===== src/rtl/cpu7_exu_wb_arb.sv =====
// Write-back arbiter: three requesters (ALU, LSU, MDU) share two register-file write ports.
// Round-robin selection with a starvation override on port 1, and a registered RF write stage.
module cpu7_exu_wb_arb #(
  parameter int DW         = 32,
  parameter int AW         = 5,
  parameter int STARVE_MAX = 4
) (
  input  logic            clk,
  input  logic            rst,
  input  logic            hold,
  // Requester i transfers on a cycle where req_valid[i] & req_ready[i]; ready never waits on a transfer.
  input  logic [2:0]      req_valid,
  output logic [2:0]      req_ready,
  input  logic [3*AW-1:0] req_addr,
  input  logic [3*DW-1:0] req_data,
  output logic            wen1,
  output logic [AW-1:0]   waddr1,
  output logic [DW-1:0]   wdata1,
  output logic            wen2,
  output logic [AW-1:0]   waddr2,
  output logic [DW-1:0]   wdata2,
  output logic            starve_flag
);

  localparam int            CW      = $clog2(STARVE_MAX + 1);
  localparam logic [CW-1:0] CNT_MAX = CW'(STARVE_MAX);

  logic [1:0]         rr_ptr;
  logic [1:0]         rr_next;
  logic [2:0][CW-1:0] wait_cnt;
  logic [AW-1:0]      addr [3];
  logic [DW-1:0]      data [3];
  logic               sel_a_vld;
  logic               sel_b_vld;
  logic [1:0]         sel_a;
  logic [1:0]         sel_b;

  for (genvar i = 0; i < 3; i++) begin : g_unpack
    assign addr[i] = req_addr[i*AW +: AW];
    assign data[i] = req_data[i*DW +: DW];
  end

  function automatic logic [1:0] mod3_add(input logic [1:0] p, input logic [1:0] k);
    logic [2:0] s;
    s = {1'b0, p} + {1'b0, k};
    return (s >= 3'd3) ? 2'(s - 3'd3) : s[1:0];
  endfunction

  // Position of requester idx in the scan that starts at p.
  function automatic logic [1:0] scan_pos(input logic [1:0] idx, input logic [1:0] p);
    return mod3_add(idx, (p == 2'd0) ? 2'd0 : 2'(3'd3 - {1'b0, p}));
  endfunction

  always_comb begin
    logic [1:0] idx;
    idx         = 2'd0;
    sel_a_vld   = 1'b0;
    sel_a       = 2'd0;
    sel_b_vld   = 1'b0;
    sel_b       = 2'd0;
    starve_flag = 1'b0;
    req_ready   = 3'b000;
    if (!hold && !rst) begin
      for (int k = 0; k < 3; k++) begin
        idx = mod3_add(rr_ptr, 2'(k));
        if (!sel_a_vld && req_valid[idx] && wait_cnt[idx] == CNT_MAX) begin
          sel_a_vld   = 1'b1;
          sel_a       = idx;
          starve_flag = 1'b1;
        end
      end
      for (int k = 0; k < 3; k++) begin
        idx = mod3_add(rr_ptr, 2'(k));
        if (!sel_a_vld && req_valid[idx]) begin
          sel_a_vld = 1'b1;
          sel_a     = idx;
        end
      end
      // Port 2 continues the scan past grant A, skipping anyone targeting A's register.
      for (int k = 1; k < 3; k++) begin
        idx = mod3_add(sel_a, 2'(k));
        if (sel_a_vld && !sel_b_vld && req_valid[idx] && addr[idx] != addr[sel_a]) begin
          sel_b_vld = 1'b1;
          sel_b     = idx;
        end
      end
      if (sel_a_vld) req_ready[sel_a] = 1'b1;
      if (sel_b_vld) req_ready[sel_b] = 1'b1;
    end
  end

  always_comb begin
    rr_next = rr_ptr;
    if (sel_a_vld) begin
      if (sel_b_vld && scan_pos(sel_b, rr_ptr) > scan_pos(sel_a, rr_ptr)) begin
        rr_next = mod3_add(sel_b, 2'd1);
      end else begin
        rr_next = mod3_add(sel_a, 2'd1);
      end
    end
  end

  always_ff @(posedge clk) begin
    if (rst) begin
      rr_ptr   <= 2'd0;
      wait_cnt <= '0;
      wen1     <= 1'b0;
      waddr1   <= '0;
      wdata1   <= '0;
      wen2     <= 1'b0;
      waddr2   <= '0;
      wdata2   <= '0;
    end else begin
      rr_ptr <= rr_next;
      // r0 grants consume the slot but never write.
      wen1   <= sel_a_vld && (addr[sel_a] != '0);
      wen2   <= sel_b_vld && (addr[sel_b] != '0);
      if (sel_a_vld) begin
        waddr1 <= addr[sel_a];
        wdata1 <= data[sel_a];
      end
      if (sel_b_vld) begin
        waddr2 <= addr[sel_b];
        wdata2 <= data[sel_b];
      end
      for (int i = 0; i < 3; i++) begin
        if (!req_valid[i] || req_ready[i]) begin
          wait_cnt[i] <= '0;
        end else if (!hold && wait_cnt[i] != CNT_MAX) begin
          wait_cnt[i] <= wait_cnt[i] + CW'(1);
        end
      end
    end
  end

endmodule


===== config.mk =====
export PLATFORM = sky130hd
export DESIGN_NAME = cpu7_exu_wb_arb
export DESIGN_NICKNAME = d
export VERILOG_FILES = /design/src/rtl/cpu7_exu_wb_arb.sv
export SDC_FILE = /design/constraint.sdc
export NUM_CORES = 1
export LEC_CHECK = 0
export BUFFER_PORTS_ARGS = -buffer_cell sky130_fd_sc_hd__buf_4
export CORE_MARGIN = 2
export CORE_UTILIZATION = 35
export DETAILED_ROUTE_END_ITERATION = 7
export PLACE_DENSITY = 0.65
export SLEW_MARGIN = 20
export SYNTH_ARGS = -nofsm -noshare
export SYNTH_HDL_FRONTEND = slang
export SYNTH_SLANG_ARGS = --single-unit
export TNS_END_PERCENT = 30

===== constraint.sdc =====
create_clock -name clk -period 11.6 [get_ports clk]
set_clock_uncertainty 0.05 [all_clocks]
set_input_delay 2.9 -clock clk [delete_from_list [all_inputs] [get_ports clk]]
set_output_delay 2.9 -clock clk [all_outputs]
set_load 0.005 [all_outputs]

==> flow_summary.json <==
{
  "outcome": "finished clean",
  "fmax_mhz": 89.9,
  "syn_area_um2": 6880,
  "register_area_um2": 1740,
  "multiInputGateArea_um2": 4750,
  "cp_top_family": "compound AO/OA/AOI/OAI gates",
  "dr.pass1.iters": 5,
  "hp-class": "reg -> reg",
  "synth_enable_flop_cells": 0,
  "peakVddDrop_v": 0.0000728,
  "grt.total_usage_pct": 21.7,
  "path_max_fanout": 18,
  "synthXorXnorAreaFrac_pct": 2.04,
  "dr_total_vias": 7161,
  "grt_max_degree": 84,
  "crit_buf_inv": 2,
  "switching_power_mw": 0.508,
  "cp_cell_sequence": "buf_4 -> mux2i_2 -> nor2_1 -> or4_4 -> a311o_1 -> or3b_1 -> ha_1 -> nor2b_1 -> a2bb2oi_1 -> a2bb2oi_1 -> a21oi_1 -> a311oi_1 -> o21ai_0 -> nor3_1 -> a31oi_1 -> nand4_1 -> a21o_1 -> o21ai_0 -> buf_4",
  "wire_per_inst_um": 17.8,
  "worst_ep_required_time_ns": 8.65,
  "crit_start": "req_valid[1]",
  "synth-seq-cells": 87,
  "n_antenna_cell": 0,
  "placed_cells": 1303,
  "numCtsBuffers": 9,
  "final_cells": 1319,
  "root_buffer": "clkbuf_16",
  "hold_slack_ns": 0.439,
  "seqPwrFrac_pct": 29.1,
  "cp-start-kind": "input port",
  "synth_most_common_cell": "nand2_1",
  "ys_async_sr_fraction_pct": 0,
  "grt_pass1_wl_um": 35400,
  "final_net_count": 1189,
  "p_int_mw": 0.793,
  "routabilityCongestion": 0.967,
  "cts_resized": 0,
  "cts_tree": "yes",
  "ant_nets": 0,
  "setup_violations": 0,
  "cts-htree-levels": 3,
  "clk_pin_slew_ns": 0.06,
  "fillers": 2044,
  "end_kind": "output pin",
  "drt_drc_violations_left": 0,
  "power_frac_comb_pct": 48.6,
  "synth_top_family_by_area": "simple AND/OR/NAND/NOR gates",
  "core_area_um2": 19400,
  "yosysSeqAreaShare_pct": 25.3,
  "yosys.area.top_type_share_pct": 25.3,
  "yosys_warnings": 0,
  "p_leak_nw": 3.76,
  "period_minus_slack_ns": 11.12,
  "avgSynthCellArea_um2": 7.62,
  "wl_um": 23400,
  "yosys.area_share.simple_pct": 28.2,
  "yosysTopAreaCell": "dfxtp_1",
  "gr-total-overflow": 0,
  "fin_crit_sh_pct": 95.9,
  "postCtsSetupRepairBufs": 0,
  "hold_buffers": 0,
  "synth_fp_nets": 1043,
  "synth_compound_area_share_pct": 25.7,
  "swShare_pct": 39.0,
  "first_global_vias": 6536,
  "synth_top_cells_by_count": "nand2_1 (128), a21oi_1 (102), dfxtp_1 (87)",
  "dp_hpwl_um": 16500,
  "hold_viol": 0,
  "ios": 197,
  "dieArea_um2": 20800,
  "start_util_pct": 35.5,
  "rsz0062_at_grt": "false",
  "drtIter0Drc": 391,
  "area_growth_pct": 27.7,
  "synth_fa_ha_area_share_pct": 4.40,
  "tightestPinTransition_ns": 0.814,
  "muxShareOfSynthArea_pct": 8.30,
  "crit_arrival_ns": 8.17,
  "fp.dieW_um": 144,
  "cts_sinks": 87,
  "r2r-start": "rr_ptr[0]",
  "critPathMaxStageDelay_ns": 0.68,
  "antenna_found_initial": 0,
  "port_buffers": 196,
  "clock_path_buffers": 2,
  "ys_top_cells_by_area": "dfxtp_1 (25%), mux2i_1 (7.6%), a21oi_1 (7.4%), nand2_1 (7.0%), nand3b_1 (4.7%)",
  "max_slew_margin_pct": 45.7,
  "power_density_nw_per_um2": 148,
  "drive_above_1_share_pct": 24.7,
  "synth_top_flop_cell": "dfxtp_1",
  "vias_per_cell": 5.43,
  "synthCells": 903,
  "drv_slew": 0,
  "slowest_stage": "ha_1",
  "fin_tns_setup_ns": 0,
  "fin_total_pwr_mw": 1.30,
  "criticalPathCategory": "in -> out",
  "die_y_um": 144,
  "clkPwrFrac_pct": 22.3,
  "min_from": "waddr1[0]",
  "clk-insertion-delay-late_ns": 0.34,
  "ys_types": 84,
  "max_cap_violations": 0,
  "rows": 51
}
==> kinds of logic (layout without fill, tap and decap cells) <==
family | after synthesis | count (layout)
AOI/OAI and AO/OA | 271 | 271
and+or+nand+nor | 350 | 350
DFF | 87 | 87
muxes | 56 | 56
adders and majority gates | 23 | 23
buffers and inverters | 100 | 251
xor gates and xnor gates | 16 | 16
==> worst paths after layout <==
path         cells after the start           end  slack [ns]
max                             19  req_ready[1]        0.48
min                              2     waddr1[0]        0.44
max reg2reg                     28     rr_ptr[0]        2.61
min reg2reg                      2     waddr1[0]        0.44
==> metal layers <==
| layer | track usage [%] | vias to the layer above | share of wire, % |
|---|---|---|---|
| met1 | 27.0 | 3369 | 43 |
| met4 | 5.77 | 0 | 1.9 |
| li1 | - | 3531 | - |
| met5 | 0 | - | 0 |
| met3 | 6.82 | 32 | 6.9 |
| met2 | 36.4 | 229 | 48 |
==> worst reg2reg max path: cells and delay by family, from the launching register on <==
family	cells	cell delay, ns
fa+ha+maj	6	2.49
mux	2	0.66
simple gates	6	1.83
flops	1	0.38
buf+inv	3	0.56
compound gates	11	2.87
==> power by group through the flow <==
stage | clock, mW | sequential, mW | combinational (mW)
2_1_floorplan | 0 | 0.385 | 0.404
3_3_place_gp | 0 | 0.383 | 0.629
3_5_place_dp | 0 | 0.385 | 0.631
4_1_cts | 0.299 | 0.379 | 0.633
5_1_grt | 0.311 | 0.385 | 0.697
6_report | 0.290 | 0.379 | 0.632
==> per-stage QoR <==
step / instance area (um2) / setup WS (ns) / util, %
6_report: 8780 / 0.475 / 45.3
5_1_grt: 8780 / 0.0993 / 45.3
4_1_cts: 8780 / 0.559 / 45.3
3_5_place_dp: 8490 / 0.570 / 43.8
3_3_place_gp: 8490 / 0.690 / 43.8
2_1_floorplan: 6880 / 1.14 / -
==> final cells by class <==
class	count	share of cell area, %
Clock buffer	10	2.72
Clock inverter	6	0.556
Inverter	26	1.17
Multi-Input combinational cell	716	54.1
Sequential cell	87	19.8
Tap cell	265	3.78
Timing Repair Buffer	209	17.9
==> flip-flops by register name, summed over array words and instances (netlist names) <==
| signal | cells |
|---|---|
| rr_ptr | 2 |
| waddr1 | 5 |
| waddr2 | 5 |
| wait_cnt | 9 |
| wdata1 | 32 |
| wdata2 | 32 |
| wen1 | 1 |
| wen2 | 1 |
==> layout by cell type (no fill, tap or decap), types with 5 or more instances in the layout <==
master and count:
a2bb2oi_1 7, xor2_1 6, a31o_2 9, nand2b_1 38
mux2i_1 52, clkbuf_16 9, dfxtp_1 87, nand3b_1 43
a22oi_1 7, xnor2_1 10, a211oi_1 6, nor2_1 34
a21oi_1 102, a21o_1 5, ha_1 21, or3b_1 5
nor3b_1 36, buf_4 209, inv_1 22, nor3_1 12
nor2b_1 10, nand2_1 127, o21ai_0 58, a31o_1 24
Note: power is estimated with default switching activity, not from simulation.
